==> config.mk <==
export PLATFORM = sky130hd
export DESIGN_NAME = dma_rx_collector
export DESIGN_NICKNAME = d
export VERILOG_FILES = /design/src/rtl/dma_rx_collector.sv
export SDC_FILE = /design/constraint.sdc
export NUM_CORES = 1
export LEC_CHECK = 0
export CORE_UTILIZATION = 56
export CTS_CLUSTER_DIAMETER = 120
export DETAILED_ROUTE_END_ITERATION = 12
export PLACE_DENSITY = 0.73
export SYNTH_ARGS = -nofsm -noshare
export SYNTH_HDL_FRONTEND = slang
export SYNTH_SLANG_ARGS = --single-unit
==> constraint.sdc <==
create_clock -name clk -period 5.7 [get_ports clk]
set_input_delay 1.14 -clock clk [delete_from_list [all_inputs] [get_ports clk]]
set_output_delay 1.14 -clock clk [all_outputs]
set_load 0.01 [all_outputs]
==> src/rtl/dma_rx_collector.sv <==
// DMA receive collector: packs N complex samples into a frame store for host readout.
// Optional DMA_RX_CHECKSUM_EN adds a per-frame XOR checksum output.
module dma_rx_collector #(
  parameter int DATA_WIDTH = 16,
  parameter int N          = 16,
  parameter int FCNT_W     = 8
) (
  input  logic                  clk,
  input  logic                  reset,
  input  logic                  capture_en,
  input  logic                  dma_valid,
  input  logic [DATA_WIDTH-1:0] dma_real,
  input  logic [DATA_WIDTH-1:0] dma_imag,
  output logic                  dma_ack,
  input  logic                  rd_en,
  input  logic [$clog2(N)-1:0]  rd_addr,
  output logic [DATA_WIDTH-1:0] rd_real,
  output logic [DATA_WIDTH-1:0] rd_imag,
  output logic                  rd_valid,
  output logic                  frame_ready,
  output logic                  frame_done,
  input  logic                  frame_release,
  output logic [$clog2(N):0]    sample_count,
  output logic [FCNT_W-1:0]     frame_count,
  output logic                  overrun
`ifdef DMA_RX_CHECKSUM_EN
  ,
  output logic [DATA_WIDTH-1:0] frame_checksum
`endif
);

  localparam int AW = $clog2(N);
  localparam int CW = AW + 1;
  localparam int DW = DATA_WIDTH;

  localparam logic [1:0] IDLE = 2'd0;
  localparam logic [1:0] RECV = 2'd1;
  localparam logic [1:0] FULL = 2'd2;

  logic [1:0]        state_q, state_d;
  logic [CW-1:0]     cnt_q, cnt_d;
  logic [FCNT_W-1:0] fcnt_q, fcnt_d;
  logic              done_q, done_d;
  logic              ovr_q, ovr_d;
  logic              rdv_q;
  logic [DW-1:0]     rdr_q, rdi_q;
  logic [2*DW-1:0]   mem_q [N];
  logic              xfer;
  logic              last;

  // ack comes straight from the state flop, never from dma_valid
  assign dma_ack = (state_q == RECV);
  assign xfer    = dma_valid & dma_ack;
  assign last    = (cnt_q == CW'(N - 1));

  always_comb begin
    state_d = state_q;
    cnt_d   = cnt_q;
    fcnt_d  = fcnt_q;
    done_d  = 1'b0;
    ovr_d   = ovr_q | (dma_valid & (state_q == FULL));
    case (state_q)
      IDLE: begin
        if (capture_en) state_d = RECV;
      end
      RECV: begin
        if (xfer) begin
          cnt_d = cnt_q + CW'(1);
          if (last) begin
            state_d = FULL;
            done_d  = 1'b1;
            fcnt_d  = fcnt_q + FCNT_W'(1);
          end
        end
      end
      FULL: begin
        if (frame_release) begin
          state_d = capture_en ? RECV : IDLE;
          cnt_d   = '0;
        end
      end
      default: state_d = IDLE;
    endcase
  end

  always_ff @(posedge clk or negedge reset) begin
    if (!reset) begin
      state_q <= IDLE;
      cnt_q   <= '0;
      fcnt_q  <= '0;
      done_q  <= 1'b0;
      ovr_q   <= 1'b0;
    end else begin
      state_q <= state_d;
      cnt_q   <= cnt_d;
      fcnt_q  <= fcnt_d;
      done_q  <= done_d;
      ovr_q   <= ovr_d;
    end
  end

  // frame store is deliberately not reset
  always_ff @(posedge clk) begin
    if (xfer) mem_q[cnt_q[AW-1:0]] <= {dma_real, dma_imag};
  end

  always_ff @(posedge clk or negedge reset) begin
    if (!reset) begin
      rdv_q <= 1'b0;
      rdr_q <= '0;
      rdi_q <= '0;
    end else begin
      rdv_q <= rd_en;
      if (rd_en) {rdr_q, rdi_q} <= mem_q[rd_addr];
    end
  end

`ifdef DMA_RX_CHECKSUM_EN
  logic [DW-1:0] csum_q, csum_d;

  always_comb begin
    csum_d = csum_q;
    if (state_q != RECV && state_d == RECV) csum_d = '0;
    else if (xfer) csum_d = csum_q ^ dma_real ^ dma_imag;
  end

  always_ff @(posedge clk or negedge reset) begin
    if (!reset) csum_q <= '0;
    else        csum_q <= csum_d;
  end

  assign frame_checksum = csum_q;
`endif

  assign frame_ready  = (state_q == FULL);
  assign frame_done   = done_q;
  assign sample_count = cnt_q;
  assign frame_count  = fcnt_q;
  assign overrun      = ovr_q;
  assign rd_valid     = rdv_q;
  assign rd_real      = rdr_q;
  assign rd_imag      = rdi_q;

endmodule

# == Word-level counts from Yosys, hierarchy flattened ==
# Memories as Yosys holds them, arrays and structs flattened. A register that Yosys moved wholly into a read port is not among the register bits.
# Index checks and enable logic that the tools add are counted.
# W data, S select, Z words.
# op_classes
mul,0
n_bitwise,3
n_addsub,2
n_lt_le_gt_ge,0
reduce_logical,6
n_eq_ne,7
mux,14
shifts,0
div_mod_pow,0
# op_table
operator,n
$mux W5,2
$pmux W5 S2,1
$add A8 B1 Y8 const B,1
$mux W2,4
$mux W1,6
$ne A2 B1 Y1 const B,3
$pmux W2 S3,1
$reduce_and A3 Y1,2
$add A5 B1 Y5 const B,1
$eq A5 B4 Y1 const B,1
$reduce_and A4 Y1,1
$and A1 B1 Y1,2
$eq A2 B1 Y1 const B,1
$eq A2 B2 Y1 const B,1
$logic_not A2 Y1,1
$ne A2 B2 Y1 const B,1
$reduce_bool A2 Y1,1
$logic_not A1 Y1,1
$or A1 B1 Y1,1
# word_totals
rom_bits,0
memories,1
ram_bits,512
latchBits,0
register_bits,18
# mem_list
name,words,word_bits,read_ports,rd_ports_with_merged_regs,write_ports,line_no,rtl
mem_q,16,32,1,1,1,47,logic [2*DW-1:0] mem_q [N];

# == Logic depth before layout (Yosys ltp) ==
# Gate-level depths: netlist (run 1).
# logic_depth
depth_word,4
depth_mapped,7
depth_no_buf,7

# == Worst setup path after synthesis (run 1) ==
# Ideal clock, no wire load.
# synth_path
kind,input -> register
from,input port dma_valid
to,"memory mem_q[0][0] (netlist name), enable pin"
required_time_ns,5.239
path_slack_ns,1.447
cell_stages,4
arrival_time_ns,3.792
path_buffers,1
setup_ns,0.461
path_cell_list,and3b_1 > clkbuf_1 > nand2_1 > nor3_1
# synth_between
elab_chain_cells,3
# synth_rtl
element,line_no,rtl
start: declaration,11,"input logic dma_valid,"
$and A1 B1 Y1,53,assign xfer = dma_valid & dma_ack;
$mux W1,104,"if (xfer) mem_q[cnt_q[AW-1:0]] <= {dma_real, dma_imag};"
$mux W1 (not written as such),104,
end: declaration,47,
# No other way between the ends.

# == Final worst setup path (run 1) ==
# layout_path
from,input port dma_valid
to,"memory mem_q[6][20] (netlist name), enable pin"
# Same word-level chain as after synthesis.

==> flow_summary.json, run 1 <==
{
  "cts_root_buffer": "clkbuf_16",
  "post_cts_buffers": 0,
  "synthFlopType": "edfxtp_1",
  "r2r-start": "sample_count[0]",
  "hold_class": "reg2reg",
  "syn-cell-area_mm2": 0.02157,
  "synth_fp_nets": 1000,
  "power_density_mw_per_mm2": 390.5,
  "gp_congestion": 0.7260,
  "yosysTopAreaCell": "edfxtp_1",
  "met2_usage_pct": 36.40,
  "design.core.area_mm2": 0.03776,
  "critPathKind": "in2reg",
  "setup_ws_ns": 2.588,
  "io_buffers": 91,
  "grt_use_met1_pct": 30.46,
  "holdPathEnd": "frame_count[7]",
  "num_antenna_cells": 0,
  "worstPathCellList": "clkdlybuf4s50_1 -> and3b_1 -> nand2_1 -> nor2_4 -> buf_4",
  "reg2reg_slack_ns": 3.16,
  "synth_cell_types": 40,
  "maxCapViolCount": 0,
  "finish.utilization_pct": 65.36,
  "drt_iter0_drc": 780,
  "place_inst": 1511,
  "drive_gt1_share_pct": 24.14,
  "antenna_found_initial": 0,
  "startpoint_type": "input port",
  "grt_pass1_vias": 10360,
  "crit_path_top_delay_cell": "clkdlybuf4s50_1",
  "finalCritPeriodShare_pct": 54.59,
  "rr_worst_depth": 3,
  "slowest_delay_ns": 0.59,
  "clockBufferDepth": 3,
  "irDropWorstVdd_mv": 0.2767,
  "grtUsageMet3_pct": 3.509,
  "vias_per_cell": 6.110,
  "leakage_nw": 8.009,
  "grt_pass1_wl_um": 62870,
  "hpwl_um": 21710,
  "wl_per_cell_um": 25.77,
  "syn2layout_area_growth_pct": 14.41,
  "ys_ff_latch": 562,
  "critPathMaxFanout": 18,
  "async_reset_ff_share_pct": 8.897,
  "max_slew.worst_pin.slew_ns": 1.210,
  "yosys_warnings": 0,
  "grt_usage_pct": 22.07,
  "finalSetupViolCount": 0,
  "required_ns": 5.94,
  "layout_min_cycle_time_ns": 3.112,
  "grt_overflow": 0,
  "synthesis.instances": 952,
  "outcome": "completed",
  "drt_pass1_iterations": 5,
  "ctsHoldBuffers": 0,
  "r2r-end": "mem_q[7][4]",
  "drtAntennaViolNets": 0,
  "cts.sinks": 562,
  "place_area_mm2": 0.02289,
  "final_max_slew_viol_count": 0,
  "end_kind": "register",
  "cts_tree": "yes",
  "critPathArrivalTime_ns": 3.35,
  "fmax_mhz": 321.4,
  "setup_tns_ns": 0,
  "busiest_layer": "met2",
  "path_clk_slew_ns": 0.06,
  "fin_worst_skew_ns": 0.01578,
  "synth_seq_area_share_pct": 77.09,
  "crit_family": "simple AND/OR/NAND/NOR gates",
  "drc": 0,
  "synth_top_area_share_pct": 71.29,
  "hold_start": "frame_count[7]",
  "synth_edf_count": 512,
  "cts_made_buffers": 54,
  "grt_max_degree": 67,
  "rsz0062_at_grt": "no",
  "drt_wl_total_um": 41570,
  "hold-path-cell-count": 1,
  "path_buf_inv": 2,
  "start_util_pct": 57.12,
  "instances_no_fill": 1613,
  "htree_num_levels": 2,
  "die_x_um": 198.2,
  "io_pins": 92,
  "syn_area_per_cell_um2": 22.65,
  "vias": 9856,
  "final_cell_area_mm2": 0.02467,
  "synth_area_leaders": "edfxtp_1, mux4_2, dfrtp_1",
  "clk_latency_ns": 0.59,
  "nNetsFinal": 1104,
  "die-area_mm2": 0.03930,
  "slew_headroom_pct": 19.17,
  "cts-resized-gates": 0,
  "dpl_worst_slack_ns": 1.963,
  "nFillCells": 2396,
  "rows": 71,
  "hold_violations": 0,
  "fp.dieH_um": 198.2
}
## worst reg2reg max path, stage by stage (launching register included)
cell and delay [ns]:
dfrtp_1 0.44, ha_1 0.20, nand4b_1 0.40, nor2_4 1.08
## sequential cells by signal (all words and copies together) (netlist names)
register / count
frame_count: 8
state_q: 2
mem_q: 512
sample_count: 5
rd_imag: 16
rd_real: 16
overrun: 1
frame_done: 1
rd_valid: 1
## placed cells by master (no fill, tap or decap), types with 4 or more instances in the layout
master           Yosys  routed
clkbuf_16            0      57
clkinv_1             0       9
nor3_2               0       4
clkbuf_1            19      12
bufinv_16            0       5
edfxtp_1           512     512
o22ai_2             10      10
o22ai_1             23      23
mux4_2             120     120
xor2_1               4       4
xnor2_1              4       4
clkdlybuf4s50_1      0      86
clkinv_4             0       4
nor2_1              47      35
a221oi_1            13      13
mux4_1               8       8
nand2_1             10      10
ha_1                 6       6
mux2i_1             32      32
dfrtp_1             50      50
clkinv_2             0      12
nor2_4               0      12
buf_4                6      11
inv_1                5       5
a221oi_2            19      19
## power by group
part           switching [mW]  leakage (nW)  total [mW]  internal (mW)
logic                   0.608          1.92        1.02          0.409
clock network            1.49         0.877        3.56           2.07
registers               0.145          5.21        5.06           4.92
## worst max-delay path by stage
stage	start	to	slack, ns	cells after the start
floorplan	dma_valid	mem_q[0][0]	1.45	4
global placement	dma_valid	mem_q[4][26]	2.01	5
detailed placement	dma_valid	mem_q[6][22]	1.96	5
CTS	dma_valid	mem_q[10][8]	2.59	4
global route	dma_valid	mem_q[5][23]	2.47	4
finish	dma_valid	mem_q[6][20]	2.59	5
## cell families after synthesis
kind of cell	after synthesis	synth area share, %
simple gates	84	1.775
fa+ha+maj	6	0.3481
mux	161	15.04
buf+inv	59	2.112
compound gates	72	3.307
flops	562	77.09
xor+xnor	8	0.3248
## area by class of cell
class / count / area, µm² / area share, %
repair buffers: 102 / 1011 / 4.097
flip-flops and latches: 562 / 16630 / 67.38
well taps: 511 / 639.4 / 2.591
inverters: 5 / 18.77 / 0.07606
clock inverters: 32 / 295.3 / 1.197
clock buffers: 70 / 1485 / 6.019
multi-input cells: 331 / 4599 / 18.64
## through the flow
step	hold slack, ns	power, mW
CTS	0.4659	9.701
detailed placement	0.4510	6.175
finish	0.4674	9.636
floorplan	0.4932	5.685
global route	0.4912	9.939
global placement	0.4390	6.137
## routing by layer
metal  up-vias  wire, µm
li1       4217         -
met1      5239     17510
met2       330     20750
met3        70      2371
met4         0       940
met5         -         0
## cell usage after synthesis (all sizes together), types with 3 or more instances
cell and n:
o21ai 3, nor3 6, clkbuf 19, edfxtp 512, nand3 3, buf 35, xor2 4, nand4 3
o22ai 33, ha 6, xnor2 4, dfrtp 50, nand2 10, inv 5, nor2 47, a221oi 32
nand2b 4, mux2i 32, mux4 128
No activity file was read; power rests on OpenSTA's default activity.
==> run 2: changes to the inputs <==
--- a/config.mk
+++ b/config.mk
@@ -5,10 +5,10 @@
 export SDC_FILE = /design/constraint.sdc
 export NUM_CORES = 1
 export LEC_CHECK = 0
-export CORE_UTILIZATION = 56
+export CORE_UTILIZATION = 54
 export CTS_CLUSTER_DIAMETER = 120
 export DETAILED_ROUTE_END_ITERATION = 12
-export PLACE_DENSITY = 0.73
+export PLACE_DENSITY = 0.74
 export SYNTH_ARGS = -nofsm -noshare
 export SYNTH_HDL_FRONTEND = slang
 export SYNTH_SLANG_ARGS = --single-unit
==> constraint.sdc (replaced) <==
create_clock -name clk -period 2.57 [get_ports clk]
set_input_delay 0.514 -clock clk [delete_from_list [all_inputs] [get_ports clk]]
set_output_delay 0.514 -clock clk [all_outputs]
set_load 0.01 [all_outputs]
==> run 2 against run 1 <==
Hold slack worse by 0.12 ns. Sequential share of layout area is 1.8 points lower. Critical path depth decreased by 4. Final cell count increased by 3.2%. First-iteration DRC count up 20%. Register-to-register slack lost 2.7 ns. Via count grew 3.3%. Combinational power grew to 2.6 times the previous value. Routed wire length rose by 6.1%. Critical path type is now reg2out. Critical endpoint is now sample_count[3]. Highest routed layer unchanged.
==> flow_summary.json, run 2 (same netlist as run 1, synthesis figures left out) <==
{
  "outcome": "completed",
  "rr_worst_depth": 6,
  "cp-startpoint": "sample_count[3]",
  "rows": 72,
  "p_sw_mw": 4.983,
  "io_buffers": 91,
  "met2_usage_pct": 35.85,
  "antenna_found_initial": 0,
  "cts.sinks": 562,
  "htree_num_levels": 2,
  "die_x_um": 201.8,
  "drt_iter0_drc": 935,
  "path_clk_slew_ns": 0.07,
  "ctsHoldBuffers": 1,
  "cts_root_buffer": "clkbuf_16",
  "crit_family": "flip-flops",
  "busiest_layer": "met2",
  "num_antenna_cells": 0,
  "required_ns": 2.06,
  "wl_per_cell_um": 26.50,
  "intPower_mw": 16.34,
  "leakage_nw": 8.297,
  "drt_pass1_iterations": 7,
  "instances_no_fill": 1665,
  "drt_wl_total_um": 44120,
  "power_density_mw_per_mm2": 840.4,
  "critPathMaxFanout": 11,
  "p_seq_share_pct": 52.7,
  "hpwl_um": 26750,
  "fmax_mhz": 403.7,
  "vias": 10180,
  "post_cts_buffers": 0,
  "crit_path_top_delay_cell": "dfrtp_1",
  "gp_congestion": 0.7386,
  "cts-resized-gates": 0,
  "place_area_mm2": 0.02371,
  "grt_overflow": 0,
  "vias_per_cell": 6.115,
  "largest_reg_flops": 512,
  "startpoint_type": "register",
  "final_max_slew_viol_count": 0,
  "final_cell_area_mm2": 0.02537,
  "slew_headroom_pct": 45.24,
  "hold_class": "in2reg",
  "maxCapViolCount": 0,
  "reg2reg_slack_ns": 0.44,
  "drive_gt1_share_pct": 26.50,
  "path_buf_inv": 1,
  "r2r-end": "frame_count[4]",
  "critPathArrivalTime_ns": 1.96,
  "swShare_pct": 23.37,
  "cts_made_buffers": 53,
  "clk_latency_ns": 0.58,
  "io_pins": 92,
  "irDropWorstVdd_mv": 1.115,
  "layout_min_cycle_time_ns": 2.477,
  "finalCritPeriodShare_pct": 96.39,
  "grt_use_met1_pct": 32.02,
  "cp_num_cells": 1,
  "critPathKind": "reg2out",
  "end_kind": "output port",
  "die-area_mm2": 0.04074,
  "pwr-share-clk_pct": 35.1,
  "design.core.area_mm2": 0.03901,
  "setup.worst_path.end": "sample_count[3]",
  "rsz0062_at_grt": "no",
  "fin_worst_skew_ns": 0.01269,
  "slowest_delay_ns": 0.72,
  "nNetsFinal": 1153,
  "grt_usage_pct": 22.49,
  "p_comb_share_pct": 12.2,
  "final_common_cell": "edfxtp_1",
  "syn2layout_area_growth_pct": 17.62,
  "finalSetupViolCount": 0,
  "cts_tree": "yes",
  "r2r-start": "sample_count[3]",
  "place_inst": 1567,
  "start_util_pct": 55.29,
  "max_slew.worst_pin.slew_ns": 0.8214,
  "clockBufferDepth": 3,
  "grt_max_degree": 66,
  "grt_pass1_wl_um": 67140,
  "drc": 0,
  "fp.dieH_um": 201.8,
  "grtUsageMet3_pct": 4.418,
  "worstPathCellList": "clkdlybuf4s50_1",
  "hold_violations": 0,
  "layout_common_cells": "edfxtp_1, mux4_2, clkdlybuf4s50_1",
  "drtAntennaViolNets": 0,
  "grt_pass1_vias": 10690
}
-- run 2: how the worst min path moves through the flow --
stage                    from             end  cells after the start
6_report                rd_en        rd_valid                      2
5_1_grt                 rd_en        rd_valid                      2
4_1_cts                 rd_en        rd_valid                      2
3_5_place_dp          overrun         overrun                      1
3_3_place_gp   frame_count[7]  frame_count[7]                      1
2_1_floorplan           reset  frame_count[0]                      0
-- run 2: power by group through the flow --
stage	logic, mW	clock network [mW]	registers, mW
finish	2.61	7.48	11.2
global route	2.78	7.94	11.3
CTS	2.65	7.61	11.2
detailed placement	2.63	0	11.4
global placement	2.60	0	11.4
floorplan	1.29	0	11.3
-- run 2: stage by stage --
stage	total power, mW	util, %	setup slack [ns]	setup TNS, ns	hold WS, ns
2_1_floorplan	12.62	-	-0.2007	-64.59	0.2184
3_3_place_gp	13.95	60.78	0.2029	0	0.4526
3_5_place_dp	14.04	60.78	0.1957	0	0.4638
4_1_cts	21.50	65.03	0.04575	0	0.3253
5_1_grt	22.02	65.03	0.007367	0	0.3462
6_report	21.32	65.03	0.09278	0	0.3510
-- run 2: layout make-up --
cell class	count	area, µm²
clock buffers	72	1428
clock inverters	25	221.5
fillers	2499	13640
inverters	5	18.77
multi-input cells	331	4624
flip-flops and latches	562	16630
well taps	518	648.1
repair buffers	152	1802
-- run 2: metal layers --
metal  share of wire [%]  wire (µm)  vias to the layer above
li1                    -          -                     4319
met1                  41      18220                     5410
met2                  50      21970                      380
met3                 6.7       2952                       73
met4                 2.2        986                        0
met5                   0          0                        -
